--- config.mk ---
export PLATFORM = sky130hd
export DESIGN_NAME = mem_burst_master_flat
export DESIGN_NICKNAME = d
export VERILOG_FILES = /design/src/rtl/mem_burst_master_if.sv /design/src/rtl/mem_burst_master.sv /design/src/flat_wrapper.sv
export SDC_FILE = /design/constraint.sdc
export NUM_CORES = 1
export LEC_CHECK = 0
export CORE_MARGIN = 1.5
export CORE_UTILIZATION = 42
export DETAILED_ROUTE_END_ITERATION = 16
export PLACE_DENSITY = 0.7
export SLEW_MARGIN = 30
export SYNTH_ARGS = -nofsm -noshare
export SYNTH_HDL_FRONTEND = slang
export SYNTH_SLANG_ARGS = --single-unit
--- constraint.sdc ---
create_clock -name clk -period 8.1 [get_ports clk]
set_clock_uncertainty 0.05 [all_clocks]
set_input_delay 2.43 -clock clk [delete_from_list [all_inputs] [get_ports clk]]
set_output_delay 2.43 -clock clk [all_outputs]
set_load 0.01 [all_outputs]
--- src/rtl/mem_burst_master_if.sv ---
// Burst master bundle: command, write stream, read stream
// and the single-port memory bus.
interface mem_burst_master_if #(
  parameter int ADDR_W = 24,
  parameter int DATA_W = 32,
  parameter int LEN_W  = 8
);
  logic              cmd_valid;
  logic              cmd_ready;
  logic              cmd_write;
  logic [ADDR_W-1:0] cmd_addr;
  logic [LEN_W-1:0]  cmd_len;
  logic              wr_valid;
  logic              wr_ready;
  logic [DATA_W-1:0] wr_data;
  logic              rd_valid;
  logic              rd_ready;
  logic [DATA_W-1:0] rd_data;
  logic              rd_last;
  logic              busy;
  logic              done;
  logic              mem_write;
  logic [ADDR_W-1:0] mem_addr;
  logic [DATA_W-1:0] mem_din;
  logic [DATA_W-1:0] mem_dout;

  modport master (
    input  cmd_valid, cmd_write, cmd_addr, cmd_len,
    input  wr_valid, wr_data, rd_ready, mem_dout,
    output cmd_ready, wr_ready, rd_valid, rd_data,
    output rd_last, busy, done,
    output mem_write, mem_addr, mem_din
  );

  modport slave (
    output cmd_valid, cmd_write, cmd_addr, cmd_len,
    output wr_valid, wr_data, rd_ready, mem_dout,
    input  cmd_ready, wr_ready, rd_valid, rd_data,
    input  rd_last, busy, done,
    input  mem_write, mem_addr, mem_din
  );
endinterface

--- src/rtl/mem_burst_master.sv ---
// Burst initiator for the single-port word memory: one access
// per cycle, write stream in, read stream out via a 2-deep FIFO.
module mem_burst_master #(
  parameter int ADDR_W = 24,
  parameter int DATA_W = 32,
  parameter int LEN_W  = 8
) (
  input logic                clk,
  input logic                reset,
  mem_burst_master_if.master bus
);

  typedef enum logic [1:0] {
    IDLE,
    WRITE,
    READ,
    FINISH
  } state_e;

  state_e            state_q, state_d;
  logic [ADDR_W-1:0] addr_q, addr_d;
  logic [LEN_W-1:0]  remain_q, remain_d;
  logic              mem_write_q, mem_write_d;
  logic [ADDR_W-1:0] mem_addr_q, mem_addr_d;
  logic [DATA_W-1:0] mem_din_q, mem_din_d;
  logic              out_q, out_d;
  logic              out_last_q, out_last_d;
  logic [DATA_W-1:0] fd_q [2];
  logic [DATA_W-1:0] fd_d [2];
  logic [1:0]        fl_q, fl_d;
  logic              wp_q, wp_d;
  logic              rp_q, rp_d;
  logic [1:0]        cnt_q, cnt_d;
  logic              pop;
  logic              issue;
  logic [1:0]        occ;

  assign pop = (cnt_q != 2'd0) && bus.rd_ready;

  // Occupancy after this edge; counting the pop keeps 1 word/cycle.
  assign occ = cnt_q + {1'b0, out_q} - {1'b0, pop};

  assign issue = (state_q == READ)
              && (remain_q != '0)
              && (occ < 2'd2);

  always_comb begin
    state_d     = state_q;
    addr_d      = addr_q;
    remain_d    = remain_q;
    mem_write_d = 1'b0;
    mem_addr_d  = mem_addr_q;
    mem_din_d   = mem_din_q;
    out_d       = issue;
    out_last_d  = out_last_q;
    fd_d        = fd_q;
    fl_d        = fl_q;
    wp_d        = wp_q;
    rp_d        = rp_q;
    cnt_d       = occ;

    unique case (state_q)
      IDLE: begin
        if (bus.cmd_valid) begin
          addr_d   = bus.cmd_addr;
          remain_d = bus.cmd_len;
          if (bus.cmd_len == '0)
            state_d = FINISH;
          else if (bus.cmd_write)
            state_d = WRITE;
          else
            state_d = READ;
        end
      end
      WRITE: begin
        if (bus.wr_valid && remain_q != '0) begin
          mem_write_d = 1'b1;
          mem_addr_d  = addr_q;
          mem_din_d   = bus.wr_data;
          addr_d      = addr_q + 1'b1;
          remain_d    = remain_q - 1'b1;
          if (remain_q == LEN_W'(1))
            state_d = FINISH;
        end
      end
      READ: begin
        if (issue) begin
          mem_addr_d = addr_q;
          addr_d     = addr_q + 1'b1;
          remain_d   = remain_q - 1'b1;
          out_last_d = (remain_q == LEN_W'(1));
        end
        if (pop && fl_q[rp_q])
          state_d = FINISH;
      end
      FINISH: state_d = IDLE;
      default: state_d = IDLE;
    endcase

    if (out_q) begin
      fd_d[wp_q] = bus.mem_dout;
      fl_d[wp_q] = out_last_q;
      wp_d       = ~wp_q;
    end
    if (pop)
      rp_d = ~rp_q;
  end

  always_ff @(posedge clk or posedge reset) begin
    if (reset) begin
      state_q     <= IDLE;
      addr_q      <= '0;
      remain_q    <= '0;
      mem_write_q <= 1'b0;
      mem_addr_q  <= '0;
      mem_din_q   <= '0;
      out_q       <= 1'b0;
      out_last_q  <= 1'b0;
      fd_q[0]     <= '0;
      fd_q[1]     <= '0;
      fl_q        <= '0;
      wp_q        <= 1'b0;
      rp_q        <= 1'b0;
      cnt_q       <= '0;
    end else begin
      state_q     <= state_d;
      addr_q      <= addr_d;
      remain_q    <= remain_d;
      mem_write_q <= mem_write_d;
      mem_addr_q  <= mem_addr_d;
      mem_din_q   <= mem_din_d;
      out_q       <= out_d;
      out_last_q  <= out_last_d;
      fd_q        <= fd_d;
      fl_q        <= fl_d;
      wp_q        <= wp_d;
      rp_q        <= rp_d;
      cnt_q       <= cnt_d;
    end
  end

  assign bus.cmd_ready = (state_q == IDLE);
  assign bus.wr_ready  = (state_q == WRITE);
  assign bus.rd_valid  = (cnt_q != 2'd0);
  assign bus.rd_data   = bus.rd_valid ? fd_q[rp_q] : '0;
  assign bus.rd_last   = bus.rd_valid && fl_q[rp_q];
  assign bus.busy      = (state_q != IDLE);
  assign bus.done      = (state_q == FINISH);
  assign bus.mem_write = mem_write_q;
  assign bus.mem_addr  = mem_addr_q;
  assign bus.mem_din   = mem_din_q;

endmodule

--- src/flat_wrapper.sv ---
// flat-port wrapper written by rule: the top's interface ports become plain ports
module mem_burst_master_flat 
#(
  parameter int ADDR_W = 24,
  parameter int DATA_W = 32,
  parameter int LEN_W  = 8
)
  (clk, reset, bus_cmd_valid, bus_cmd_write, bus_cmd_addr, bus_cmd_len, bus_wr_valid, bus_wr_data, bus_rd_ready, bus_mem_dout, bus_cmd_ready, bus_wr_ready, bus_rd_valid, bus_rd_data, bus_rd_last, bus_busy, bus_done, bus_mem_write, bus_mem_addr, bus_mem_din);
  mem_burst_master_if #(.ADDR_W(ADDR_W), .DATA_W(DATA_W), .LEN_W(LEN_W)) bus_i ();
  input logic clk;
  input logic reset;
  input wire logic [$bits(bus_i.cmd_valid)-1:0] bus_cmd_valid;
  input wire logic [$bits(bus_i.cmd_write)-1:0] bus_cmd_write;
  input wire logic [$bits(bus_i.cmd_addr)-1:0] bus_cmd_addr;
  input wire logic [$bits(bus_i.cmd_len)-1:0] bus_cmd_len;
  input wire logic [$bits(bus_i.wr_valid)-1:0] bus_wr_valid;
  input wire logic [$bits(bus_i.wr_data)-1:0] bus_wr_data;
  input wire logic [$bits(bus_i.rd_ready)-1:0] bus_rd_ready;
  input wire logic [$bits(bus_i.mem_dout)-1:0] bus_mem_dout;
  output wire logic [$bits(bus_i.cmd_ready)-1:0] bus_cmd_ready;
  output wire logic [$bits(bus_i.wr_ready)-1:0] bus_wr_ready;
  output wire logic [$bits(bus_i.rd_valid)-1:0] bus_rd_valid;
  output wire logic [$bits(bus_i.rd_data)-1:0] bus_rd_data;
  output wire logic [$bits(bus_i.rd_last)-1:0] bus_rd_last;
  output wire logic [$bits(bus_i.busy)-1:0] bus_busy;
  output wire logic [$bits(bus_i.done)-1:0] bus_done;
  output wire logic [$bits(bus_i.mem_write)-1:0] bus_mem_write;
  output wire logic [$bits(bus_i.mem_addr)-1:0] bus_mem_addr;
  output wire logic [$bits(bus_i.mem_din)-1:0] bus_mem_din;
  assign bus_i.cmd_valid = bus_cmd_valid;
  assign bus_i.cmd_write = bus_cmd_write;
  assign bus_i.cmd_addr = bus_cmd_addr;
  assign bus_i.cmd_len = bus_cmd_len;
  assign bus_i.wr_valid = bus_wr_valid;
  assign bus_i.wr_data = bus_wr_data;
  assign bus_i.rd_ready = bus_rd_ready;
  assign bus_i.mem_dout = bus_mem_dout;
  assign bus_cmd_ready = bus_i.cmd_ready;
  assign bus_wr_ready = bus_i.wr_ready;
  assign bus_rd_valid = bus_i.rd_valid;
  assign bus_rd_data = bus_i.rd_data;
  assign bus_rd_last = bus_i.rd_last;
  assign bus_busy = bus_i.busy;
  assign bus_done = bus_i.done;
  assign bus_mem_write = bus_i.mem_write;
  assign bus_mem_addr = bus_i.mem_addr;
  assign bus_mem_din = bus_i.mem_din;
  mem_burst_master #(.ADDR_W(ADDR_W), .DATA_W(DATA_W), .LEN_W(LEN_W)) u_core (.clk(clk), .reset(reset), .bus(bus_i));
endmodule
==> results of run 1 <==
-- metal layers --
metal | up-vias | GRT usage (%) | share of wire (%)
li1 | 2881 | - | -
met1 | 2959 | 27.4 | 46
met2 | 190 | 32.0 | 47
met3 | 14 | 4.49 | 6.3
met4 | 0 | 5.26 | 0.86
met5 | - | 0 | 0
-- registers in the layout, indices dropped and copies added (netlist names) --
register and flops:
u_core.bus.mem_addr 24, u_core.remain_q 8, u_core.wp_q 1, u_core.bus.mem_din 32, u_core.cnt_q 2, u_core.fl_q 2, u_core.rp_q 1, u_core.out_q 1
u_core.bus.mem_write 1, u_core.addr_q 24, u_core.state_q 2, u_core.fd_q 64, u_core.out_last_q 1
-- area by class of cell --
| type | count | area (um^2) | area share [%] |
|---|---|---|---|
| flip-flops and latches | 163 | 4080 | 38.9 |
| well taps | 229 | 287 | 2.73 |
| diodes | 1 | 2.50 | 0.0239 |
| clock buffers | 17 | 425 | 4.06 |
| multi-input cells | 487 | 3420 | 32.6 |
| clock inverters | 15 | 169 | 1.61 |
| inverters | 19 | 78.8 | 0.751 |
| repair buffers | 205 | 2030 | 19.3 |
-- cell usage after synthesis (all sizes together) (3+ instances only) --
| library cell | n |
|---|---|
| o22ai | 14 |
| mux2 | 92 |
| buf | 10 |
| a21oi | 27 |
| nand2 | 132 |
| clkbuf | 29 |
| ha | 10 |
| o21ai | 26 |
| inv | 18 |
| and4 | 3 |
| o32ai | 4 |
| nor4 | 4 |
| nand4 | 8 |
| nor3 | 3 |
| mux2i | 35 |
| nand2b | 5 |
| o31ai | 5 |
| dfrtp | 163 |
| a31oi | 26 |
| nor2 | 42 |
| o2111ai | 3 |
| nand3 | 21 |
-- layout by cell type, fill, tap and decap left out, types with 9 or more instances in the layout --
cell	netlist	final
mux2_2	72	72
nand2_1	132	132
o21ai_0	25	25
clkdlybuf4s50_1	0	196
mux2i_1	35	35
dfrtp_1	163	162
nor2_1	41	40
buf_4	0	9
mux2_4	20	20
nand3_1	21	21
clkbuf_16	0	17
o22ai_1	14	14
a31oi_1	26	26
a21oi_1	26	26
ha_1	10	9
inv_1	18	16
-- cells by family after synthesis --
family / after synthesis / synth area share, %
adder cells (fa/ha/maj): 10 / 1.62
AO/OA/AOI/OAI: 118 / 10.0
AND/OR/NAND/NOR: 229 / 13.0
XOR/XNOR: 3 / 0.535
buffers and inverters: 58 / 3.08
flip-flops: 163 / 52.8
multiplexers: 127 / 18.9
-- critical path, cell delays in order --
cell and delay [ns]:
clkdlybuf4s50_1 0.41, nand2_1 0.13, inv_1 0.06, ha_1 0.28, inv_1 0.05, ha_1 0.13
xor3_1 0.41, o21bai_4 0.23, a221oi_4 0.23, buf_4 0.44, mux2_2 0.39
-- worst paths after layout --
| check | start | to | slack, ns | depth (start not counted) |
|---|---|---|---|---|
| worst max-delay path | bus_rd_ready | u_core.bus.mem_addr[21] | 3.16 | 11 |
| worst min-delay path | u_core.bus.mem_din[5] | u_core.bus.mem_din[5] | 0.42 | 2 |
| worst max register to register | u_core.cnt_q[1] | u_core.bus.mem_addr[21] | 4.56 | 13 |
| worst min register to register | u_core.bus.mem_din[5] | u_core.bus.mem_din[5] | 0.42 | 2 |
| max in group asynchronous | reset | u_core.rp_q | 4.14 | 3 |
| min in group asynchronous | reset | u_core.fd_q[24] | 2.47 | 2 |
-- power by group through the flow --
stage | clock [mW] | sequential, mW | combinational (mW)
detailed placement | 0 | 1.56 | 2.51
global placement | 0 | 1.55 | 2.46
global route | 0.865 | 1.61 | 2.74
finish | 0.815 | 1.55 | 2.50
floorplan | 0 | 1.51 | 1.61
CTS | 0.836 | 1.55 | 2.52
==> results.cfg, run 1 <==
[timing]
worst_pin_slew_ns = 0.830
holdWs_ns = 0.422
relSlewSlack_pct = 44.7
post-route-min-period_ns = 4.94
hold_viol = 0
timing.fmax_mhz = 202
rsz0062_at_grt = false
fin_tns_setup_ns = 0
layout_setup_ws_ns = 3.16
fin_crit_sh_pct = 61.0
finalSetupViolations = 0
slew_violations = 0

[floorplan]
ios = 197
die_x_um = 139
dieArea_mm2 = 0.0192
core_area_mm2 = 0.0180
rows = 49
die_h_um = 139
initial_core_util_pct = 42.8

[pwr]
p_total_mw = 4.87
internal_power_mw = 3.02
netSwitchingPower_mw = 1.85
combPwrFrac_pct = 51.3
leakage_nw = 4.56
power_frac_seq_pct = 31.9
power.density_mw_per_mm2 = 464
peakVddDrop_uv = 385
p_clk_share_pct = 16.7
switching_share_pct = 38.0

[cts]
post-cts-setup-buffer-count = 0
clock_path_buffers = 2
cts.sinks = 163
cts_tree = done
cts_buffers = 17
cts_root_buf = clkbuf_16
cts_resized = 0
htreeDepth = 4
worstSkewPairLatency_ns = 0.42
clk_pin_slew_ns = 0.07
cts_hold_buf = 0

[finish]
final_area_mm2 = 0.0105
fin_nets = 1005
area_growth_pct = 35.8
final_cells = 1136
fin_util_pct = 58.2
drive_above_1_share_pct = 17.1
fillCellCount = 1561

[synthesis]
synth.top_cell.area_share_pct = 52.8
yosysWarnings = 0
synthArstFlopShare_pct = 100
ys_seq_area_share_pct = 52.8
synth_area_leaders = dfrtp_1 53%, mux2_2 10%, nand2_1 6.4%
synth_edf_count = 0
syn_nets = 820
yosys_register_bits = 163
synth.distinct_cells = 54
synth.largest_area_cell = dfrtp_1
avgSynthCellArea_um2 = 10.9
synth_cells = 708
syn-cell-area_mm2 = 0.00772
synth-main-ff-cell = dfrtp_1

[worst_setup_path]
crit_type = in2reg
crit_fanout = 24
crit_path_start_kind = input pin
cp.arrival_ns = 5.20
worstPathRequired_ns = 8.36
worstSetupEndpointType = flop

[grt]
grt_max_degree = 99
grt_use_total_pct = 19.9
grt_first_pass_wirelength_mm = 31.2
grt_pass1_vias = 6072
antenna_found_initial = 1
overflow = 0

[routing]
wl_per_cell_um = 16.4
firstDrtPassIters = 4
ant_nets = 0
drt-total-wl_mm = 18.7
num_vias = 6044
drc = 0
drt_iter0_drc = 342
viasPerCell = 5.32

[placed_design]
post-dp-hpwl_mm = 12.4
globalplace.congestion = 0.752
dpl.cell_count = 1103
post-place-ws_ns = 2.72
numPortBuffers = 196
place_area_mm2 = 0.00989

[hold_path]
hold_class = reg2reg

[job]
drv_cap = 0

[run_status]
outcome = complete, no violations
No activity file was read; power rests on OpenSTA's default activity.
==> run 2: changes to the inputs <==
- PLACE_DENSITY: 0.7 -> 0.73
- clock period: 8.1 -> 4.15 ns (I/O delays scaled with it)
==> run 2 against run 1 <==
Clock power is 85% higher. Sequential power is 93% higher. Sequential share of layout area decreased by 0.19 points. Via count about the same. Count of clock-buffer cells in the layout rose by 1. Critical path type unchanged. Largest cell class unchanged. Largest power group unchanged.
==> results.cfg, run 2 (synthesized netlist as in run 1, its figures left out) <==
[finish]
final_cell_mix = 196 x clkdlybuf4s50_1, 162 x dfrtp_1, 132 x nand2_1, 72 x mux2_2, 40 x nor2_1
area_growth_pct = 36.4
fin_nets = 1013
register_area_mm2 = 0.00408
regMostFlops = u_core.fd_q
layout_commonest_cell = clkdlybuf4s50_1
fin_util_pct = 58.4
fillCellCount = 1565
drive_above_1_share_pct = 17.8
final_cells = 1143
largest_reg_flops = 64
multi_input_area_mm2 = 0.00341
antennaDiodeCount = 0

[pwr]
power.density_mw_per_mm2 = 907
leakage_nw = 4.59
peakVddDrop_uv = 691
p_total_mw = 9.56

[cts]
clk_pin_slew_ns = 0.06
cts_tree = done
cts.sinks = 163
clock_path_buffers = 2
post-cts-setup-buffer-count = 0
worstSkewPairLatency_ns = 0.42
cts_hold_buf = 0
cts_resized = 0
cts_root_buf = clkbuf_16
htreeDepth = 4
cts_buffers = 17

[timing]
slew_violations = 0
post-route-min-period_ns = 3.61
rsz0062_at_grt = false
finalSetupViolations = 0
layout_setup_ws_ns = 0.540
relSlewSlack_pct = 38.9
worst_pin_slew_ns = 0.917
hold_viol = 0
fin_crit_sh_pct = 87.0
fin_tns_setup_ns = 0
timing.fmax_mhz = 277

[grt]
grt_pass1_vias = 6059
antenna_found_initial = 0
grt_use_total_pct = 20.1
grt_first_pass_wirelength_mm = 31.4
grt_max_degree = 164
overflow = 0

[worst_setup_path]
crit_path_start_kind = input pin
slowest_delay_ns = 0.44
r2r_end = u_core.bus.mem_addr[20]
r2r-start = u_core.cnt_q[1]
worstSetupEndpointType = flop
path_cells = clkdlybuf4s50_1 > nand2_1 > inv_1 > ha_1 > inv_1 > ha_1 > xor3_1 > o21bai_4 > a221oi_4 > buf_12 > mux2_2
cp.arrival_ns = 3.86
regToRegSetupSlack_ns = 1.24
crit_cells = 11
path_buf_inv = 4
crit_fanout = 20
crit_slowest_cell = clkdlybuf4s50_1
r2r_cells = 12
crit_type = in2reg
cp_top_family = buffers and inverters
worstPathRequired_ns = 4.40

[placed_design]
globalplace.congestion = 0.817
post-dp-hpwl_mm = 12.5
numPortBuffers = 196
dpl.cell_count = 1111
post-place-ws_ns = 0.151

[routing]
drt-total-wl_mm = 18.8
firstDrtPassIters = 4
ant_nets = 0
num_vias = 6047
drc = 0
wl_per_cell_um = 16.5
drt_iter0_drc = 401
viasPerCell = 5.29

[floorplan]
initial_core_util_pct = 42.8
rows = 49
die_x_um = 139
ios = 197
dieArea_mm2 = 0.0192
core_area_mm2 = 0.0180
die_h_um = 139

[job]
drv_cap = 0

[run_status]
outcome = complete, no violations

[hold_path]
hp-start = u_core.bus.mem_din[4]
hold_class = reg2reg
hold-path-endpoint = u_core.bus.mem_din[4]
hold_depth = 2
run 2: power breakdown:
part           internal [mW]  total [mW]  leakage, nW  switching, mW
Combinational           2.68        5.06         2.40           2.37
Clock                  0.849        1.51        0.281          0.663
Sequential              2.40        2.99         1.91          0.587
Total                   5.93        9.56         4.59           3.62
run 2: final cells by class:
cell class	count	area share, %
flip-flops and latches	163	38.7
multi-input cells	487	32.4
inverters	19	0.713
repair buffers	213	20.1
clock buffers	18	4.17
clock inverters	14	1.21
well taps	229	2.72
run 2: through the flow:
step                      hold slack, ns  instance area [um^2]
after floorplan                    0.404                  7730
after global placement             0.408                  9970
after detailed placement           0.412                  9970
after CTS                          0.428                 10500
after global routing               0.455                 10500
final                              0.425                 10500
run 2: worst reg2reg max path: stages (launching register included):
cell	delay (ns)
dfrtp_1	0.40
nor2_2	0.13
inv_1	0.06
nand2_1	0.08
inv_1	0.05
ha_1	0.28
inv_1	0.05
ha_1	0.13
xor3_1	0.41
o21bai_4	0.22
a221oi_4	0.32
buf_12	0.24
mux2_2	0.36
run 2: metal layers:
layer  vias up  track usage [%]  part of all wire (%)
met5         -                0                     0
met4         0             6.87                   2.3
met3        29             4.77                   6.4
met2       217             31.5                    47
met1      2908             27.6                    45
li1       2893                -                     -
run 2: worst max path at each step:
stage                 start                       to  slack, ns
6_report       bus_rd_ready  u_core.bus.mem_addr[20]       0.54
5_1_grt        bus_rd_ready  u_core.bus.mem_addr[20]       0.42
4_1_cts        bus_rd_ready  u_core.bus.mem_addr[20]       0.55
3_5_place_dp   bus_rd_ready  u_core.bus.mem_addr[23]       0.15
3_3_place_gp   bus_rd_ready  u_core.bus.mem_addr[20]       0.16
2_1_floorplan  bus_rd_ready   u_core.bus.mem_addr[0]       0.66
==> run 3: changes to the inputs <==
- ABC_AREA: default -> 0
==> results of run 3 <==
Final layout, timing and power as in run 2 (identical DEF).
